## config.mk

```make
export PLATFORM = sky130hd
export DESIGN_NAME = tt_um_jimktrains_vslc_scan_seq
export DESIGN_NICKNAME = d
export VERILOG_FILES = /design/src/rtl/tt_um_jimktrains_vslc_scan_seq.sv
export SDC_FILE = /design/constraint.sdc
export NUM_CORES = 1
export LEC_CHECK = 0
export CORE_MARGIN = 10
export CORE_UTILIZATION = 30
export CTS_BUF_LIST = sky130_fd_sc_hd__clkbuf_8
export DETAILED_ROUTE_END_ITERATION = 8
export PLACE_DENSITY = 0.62
export SKIP_CTS_REPAIR_TIMING = 1
export SYNTH_ARGS = -nofsm -noshare
export SYNTH_HDL_FRONTEND = slang
export SYNTH_SLANG_ARGS = --single-unit
```

## constraint.sdc

```tcl
create_clock -name clk -period 5.45 [get_ports clk]
set_input_delay 1.09 -clock clk [delete_from_list [all_inputs] [get_ports clk]]
set_output_delay 1.09 -clock clk [all_outputs]
set_load 0.05 [all_outputs]
```

## src/rtl/tt_um_jimktrains_vslc_scan_seq.sv

```systemverilog
// rtl/tt_um_jimktrains_vslc_scan_seq.sv - VSLC scan-cycle sequencer: header parse, scan restart, input latching
// Optional scan watchdog enabled by defining VSLC_SCAN_WATCHDOG_EN.
module tt_um_jimktrains_vslc_scan_seq #(
  parameter int ADDR_W     = 10,
  parameter int IN_W       = 8,
  parameter int CNT_W      = 8,
  parameter int WDT_CYCLES = 65535
) (
  input  logic             clk,
  input  logic             rst_n,
  input  logic [1:0]       mode,
  input  logic             ext_trig,
  input  logic             tick,
  input  logic             rd_valid,
  input  logic [15:0]      rd_addr,
  input  logic [7:0]       rd_data,
  input  logic [IN_W-1:0]  ui_in,
  output logic             restart,
  output logic [15:0]      start_addr,
  output logic             instr_valid,
  output logic             scan_active,
  output logic [IN_W-1:0]  in_cur,
  output logic [IN_W-1:0]  in_prev,
  output logic [CNT_W-1:0] scan_count,
  output logic             wdt_fault
);

  typedef enum logic [2:0] {
    S_HEADER, S_RESTART, S_SYNC, S_RUN, S_DONE, S_HALT
  } state_t;

  localparam logic [1:0]  M_AUTO    = 2'd0;
  localparam logic [1:0]  M_TRIG    = 2'd1;
  localparam logic [1:0]  M_TIMED   = 2'd2;
  localparam logic [15:0] ADDR_MASK = 16'((32'd1 << ADDR_W) - 32'd1);

  state_t      state, state_raw, state_nxt;
  logic [15:0] start_r, end_r;
  logic [15:0] addr_m, start_m, start_clamp, end_new;
  logic        hdr_last, sync_hit, at_end;
  logic        first_scan, trig_pend, trig_edge, wdt_trip;
  logic [2:0]  trig_sync;

  assign addr_m      = rd_addr & ADDR_MASK;
  assign start_m     = start_r & ADDR_MASK;
  assign start_clamp = (start_m < 16'd4) ? 16'd4 : start_m;
  assign end_new     = {end_r[15:8], rd_data} & ADDR_MASK;
  assign hdr_last    = (state == S_HEADER) && rd_valid && (rd_addr == 16'd3);
  assign sync_hit    = (state == S_SYNC) && rd_valid && (addr_m == start_r);
  assign at_end      = (addr_m >= end_r);
  assign trig_edge   = trig_sync[1] & ~trig_sync[2];
  assign scan_active = (state == S_SYNC) || (state == S_RUN);
  assign start_addr  = start_r;

  always_comb begin
    state_raw   = state;
    restart     = 1'b0;
    instr_valid = 1'b0;
    case (state)
      S_HEADER:  if (hdr_last) state_raw = (end_new == 16'd0) ? S_HALT : S_RESTART;
      S_RESTART: begin
        restart   = 1'b1;
        state_raw = S_SYNC;
      end
      S_SYNC: if (sync_hit) begin
        instr_valid = 1'b1;
        state_raw   = at_end ? S_DONE : S_RUN;
      end
      S_RUN: begin
        instr_valid = rd_valid;
        if (rd_valid && at_end) state_raw = S_DONE;
      end
      S_DONE: begin
        case (mode)
          M_AUTO:  state_raw = S_RESTART;
          M_TRIG:  if (trig_pend || trig_edge) state_raw = S_RESTART;
          M_TIMED: if (tick) state_raw = S_RESTART;
          default: state_raw = S_DONE;
        endcase
      end
      S_HALT:  state_raw = S_HALT;
      default: state_raw = S_HALT;
    endcase
  end

  assign state_nxt = wdt_trip ? S_HALT : state_raw;

  always_ff @(posedge clk or negedge rst_n) begin
    if (!rst_n) begin
      state     <= S_HEADER;
      trig_sync <= 3'b000;
    end else begin
      state     <= state_nxt;
      trig_sync <= {trig_sync[1:0], ext_trig};
    end
  end

  always_ff @(posedge clk or negedge rst_n) begin
    if (!rst_n) begin
      start_r    <= 16'd0;
      end_r      <= 16'd0;
      in_cur     <= '0;
      in_prev    <= '0;
      scan_count <= '0;
      first_scan <= 1'b1;
      trig_pend  <= 1'b0;
    end else begin
      if (state == S_HEADER && rd_valid) begin
        case (rd_addr)
          16'd0: start_r[15:8] <= rd_data;
          16'd1: start_r[7:0]  <= rd_data;
          16'd2: end_r[15:8]   <= rd_data;
          16'd3: begin
            start_r <= start_clamp;
            end_r   <= end_new;
          end
          default: ;
        endcase
      end
      if (sync_hit) begin
        in_cur     <= ui_in;
        in_prev    <= first_scan ? ui_in : in_cur;
        first_scan <= 1'b0;
      end
      if (state_nxt == S_DONE && state != S_DONE) scan_count <= scan_count + CNT_W'(1);
      // Pending trigger only survives in TRIG mode; it is consumed when DONE is left.
      if (mode != M_TRIG) trig_pend <= 1'b0;
      else if (state == S_DONE) begin
        if (state_nxt != S_DONE) trig_pend <= 1'b0;
      end else if (trig_edge) trig_pend <= 1'b1;
    end
  end

`ifdef VSLC_SCAN_WATCHDOG_EN
  localparam int WDT_W = $clog2(WDT_CYCLES + 1);
  localparam logic [WDT_W-1:0] WDT_LAST = WDT_W'(WDT_CYCLES - 1);

  logic [WDT_W-1:0] wdt_cnt;

  // A scan finishing on the limit cycle wins over the watchdog.
  assign wdt_trip = scan_active && (wdt_cnt == WDT_LAST) && (state_raw != S_DONE);

  always_ff @(posedge clk or negedge rst_n) begin
    if (!rst_n) begin
      wdt_cnt   <= '0;
      wdt_fault <= 1'b0;
    end else begin
      if (wdt_trip) wdt_fault <= 1'b1;
      if (scan_active && state_raw != S_DONE && !wdt_trip) wdt_cnt <= wdt_cnt + WDT_W'(1);
      else wdt_cnt <= '0;
    end
  end
`else
  logic wdt_cfg_unused;
  assign wdt_cfg_unused = (WDT_CYCLES != 0);
  assign wdt_trip       = 1'b0;
  assign wdt_fault      = 1'b0;
`endif

endmodule

```

==> run summary <==
- end_r[0] — FF-to-FF Start
- 294 — post-synthesis cell count
- 64 — clock sink count
- output port — critical path endpoint category
- 1130 uW — overall power
- 28 — critical-path maximum fanout
- 0.34 ns — clock latency on the worst-skew pair
- yes — TritonCTS clock tree
- 8440 um — DRT Wirelength
- 0 — remaining antenna violation count
- 344 — syn_nets
- 0 — ANT cells
- 262 nW/um2 — power density over the cells
- sky130_fd_sc_hd__clkbuf_8 — Root Driver
- 46 — unique cell type count in the Yosys netlist
- 1.09 ns — worst slew pin tran
- 0 — number of setup violations in the final report
- 3.27 ns — Worst EP arrival
- trig_sync[0] — Hold Crit Start
- 0.229 GHz — Max Clock Freq
- 2 — Clock Path Buffers
- 0 — grt total ovfl
- 80.0% — Tcrit/Tclk final
- 10.8 um2 — mean instance size in the synthesized netlist
- 0 — max-capacitance violation count
- 64 — number of synthesized register bits
- 164 — count of routing violations after the opening detailed-route iteration
- 9 — number of buffers inserted during clock tree synthesis
- 3 — H-tree depth
- 83 — count of boundary I/O pins
- 0 — total count of hold-check failures in the final report
- false — setup repair after global routing missed its margin
- 16.3 um — average wire per standard cell
- 13600 um — first-pass GRT wire length
- 4 — number of iterations in the first detailed-routing pass
- 0 ns — setup_tns
- 37 — Rows
- 123 um — Die Width
- 0 — EDFF count, synth
- 11.3% — GRT Total Usage
- primary input — nature of the critical path startpoint
- 50.6% — proportion of synthesized chip area in sequential cells
- 0 — number of warnings issued by yosys
- 10300 um2 — area of the placeable core
- 4.36 ns — time the worst path needs with I/O delays and setup
- 501 — placed instance count
- 0.00768 ns — Post-Route Skew
- 15100 um2 — die outline area
- finished, final reports clean — run status
- flop to flop — path class of the lowest-slack min-delay path
- rd_addr[0] — launch point of the critical path
- 0.852 — placer congestion estimate
- 79 x sky130_fd_sc_hd__clkdlybuf4s50_1, 63 x sky130_fd_sc_hd__dfrtp_1, 30 x sky130_fd_sc_hd__nand2_1, 24 x sky130_fd_sc_hd__o21ai_0, 24 x sky130_fd_sc_hd__mux2_2 — highest-count cells in the layout ignoring fill and taps
- 100% — ys async rst share
- 123 um — Die H
- 0.00188 uW — leakage power total
- 517 — number of non-filler instances in the completed layout
- 81 — input/output buffers
- 1018 — Filler cells
- 2457 — total via count in the routed design
- sky130_fd_sc_hd__dfrtp_1 — dominant register cell in the synthesized netlist
- 30.7% — Initial Utilization
- primary input to output port — Crit Path Category
- 0.07 ns — Reg clk slew, reported paths
- 36.1% — relative area change from synthesis to final layout
- 426 — layout net count
- 0 — final max-slew violation count
- 0 — residual DRC count
- 41.8% — Util after Layout
- 26.6% — normalized max-slew margin
- 6400 um — HPWL after detailed placement
- 0 — antenna violations before repair
- 2570 — number of global-route vias before repair
- sky130_fd_sc_hd__clkdlybuf4s50_1 — commonest non-fill, non-tap cell in the layout
- 4.36 ns — worst path required time
- 65 — pin count of the biggest net entering global routing
- 0.119 mV — largest voltage drop on the vdd net
- 3170 um2 — synthesized cell area
- 4.75 — Avg Vias per Cell
- 14.7% — fraction of final layout cells with drive strength greater than 1
cells in the mapped netlist, types with 2 or more instances:
library cell | n | area, um2
sky130_fd_sc_hd__a211oi_1 | 2 | 15.0
sky130_fd_sc_hd__a21oi_1 | 6 | 30.0
sky130_fd_sc_hd__a22o_1 | 2 | 17.5
sky130_fd_sc_hd__buf_6 | 2 | 22.5
sky130_fd_sc_hd__clkbuf_1 | 8 | 30.0
sky130_fd_sc_hd__dfrtp_1 | 63 | 1580
sky130_fd_sc_hd__ha_1 | 11 | 138
sky130_fd_sc_hd__inv_1 | 22 | 82.6
sky130_fd_sc_hd__mux2_2 | 24 | 270
sky130_fd_sc_hd__mux2i_1 | 8 | 80.1
sky130_fd_sc_hd__nand2_1 | 30 | 113
sky130_fd_sc_hd__nand3_1 | 12 | 60.1
sky130_fd_sc_hd__nand4_1 | 7 | 43.8
sky130_fd_sc_hd__nor2_1 | 8 | 30.0
sky130_fd_sc_hd__nor3_1 | 6 | 30.0
sky130_fd_sc_hd__nor3b_2 | 2 | 25.0
sky130_fd_sc_hd__nor4_1 | 8 | 50.1
sky130_fd_sc_hd__nor4_2 | 4 | 50.1
sky130_fd_sc_hd__o21ai_0 | 24 | 120
sky130_fd_sc_hd__or4_1 | 3 | 22.5
sky130_fd_sc_hd__xnor2_1 | 11 | 96.3
sky130_fd_sc_hd__xor2_1 | 7 | 61.3
critical path: stages:
cell and delay (ns):
sky130_fd_sc_hd__clkdlybuf4s50_1 0.63, sky130_fd_sc_hd__xnor2_1 0.16, sky130_fd_sc_hd__nand4_1 0.13, sky130_fd_sc_hd__or4_1 0.54, sky130_fd_sc_hd__buf_4 0.24, sky130_fd_sc_hd__and2_4 0.20
sky130_fd_sc_hd__clkinv_1 0.07, sky130_fd_sc_hd__buf_4 0.19
final timing paths:
check,depth (start not counted),slack [ns],end
hold / removal,0,0.35,trig_sync[1]
min in group asynchronous,2,0.93,scan_count[1]
max in group asynchronous,2,3.98,start_addr[4]
setup / recovery,8,1.09,instr_valid
setup reg to reg,7,2.91,scan_count[1]
hold reg to reg,0,0.35,trig_sync[1]
where the power goes:
part	switching [uW]	internal, uW
Combinational	104	70.4
Sequential	15.5	488
Clock	194	258
Total	314	816
cells by family (layout without fill, tap and decap cells):
kind of cell    count (synthesis)  in the layout  share of synthesized area (%)
mux                            33             33                           11.5
compound gates                 43             43                           8.29
xor+xnor                       18             18                           4.97
buf+inv                        35            122                           4.74
simple gates                   89             89                           15.5
flops                          64             64                           50.6
other cells                     1              1                          0.118
fa+ha+maj                      11             11                           4.34
final cells by class:
type	count	area (um2)	share of cell area [%]
clock inverters	7	95.1	2.20
inverters	23	86.3	2.00
multi-input cells	195	1420	32.9
well taps	136	170	3.94
repair buffers	83	818	19.0
flip-flops and latches	64	1600	37.2
clock buffers	9	124	2.87
routing by layer:
layer	vias up	wire [um]	global-route usage [%]
met4	0	65	2.72
met2	72	3850	17.9
li1	1190	-	-
met3	8	681	4.64
met1	1187	3840	14.1
met5	-	0	0
stage by stage:
step | cell area, um2 | setup WS, ns | hold WS, ns
after floorplan | 3170 | 1.65 | 0.331
after global placement | 4100 | 1.13 | 0.333
after detailed placement | 4100 | 1.10 | 0.336
after CTS | 4310 | 1.10 | 0.353
after global routing | 4310 | 0.959 | 0.355
final | 4310 | 1.09 | 0.349
state kept, by name, indices dropped and copies added, names as in the netlist:
signal,cells
end_r,16
first_scan,1
in_cur,8
in_prev,8
scan_count,8
start_addr,16
state,3
trig_pend,1
trig_sync,3
Note: power is estimated with default switching activity, not from simulation.
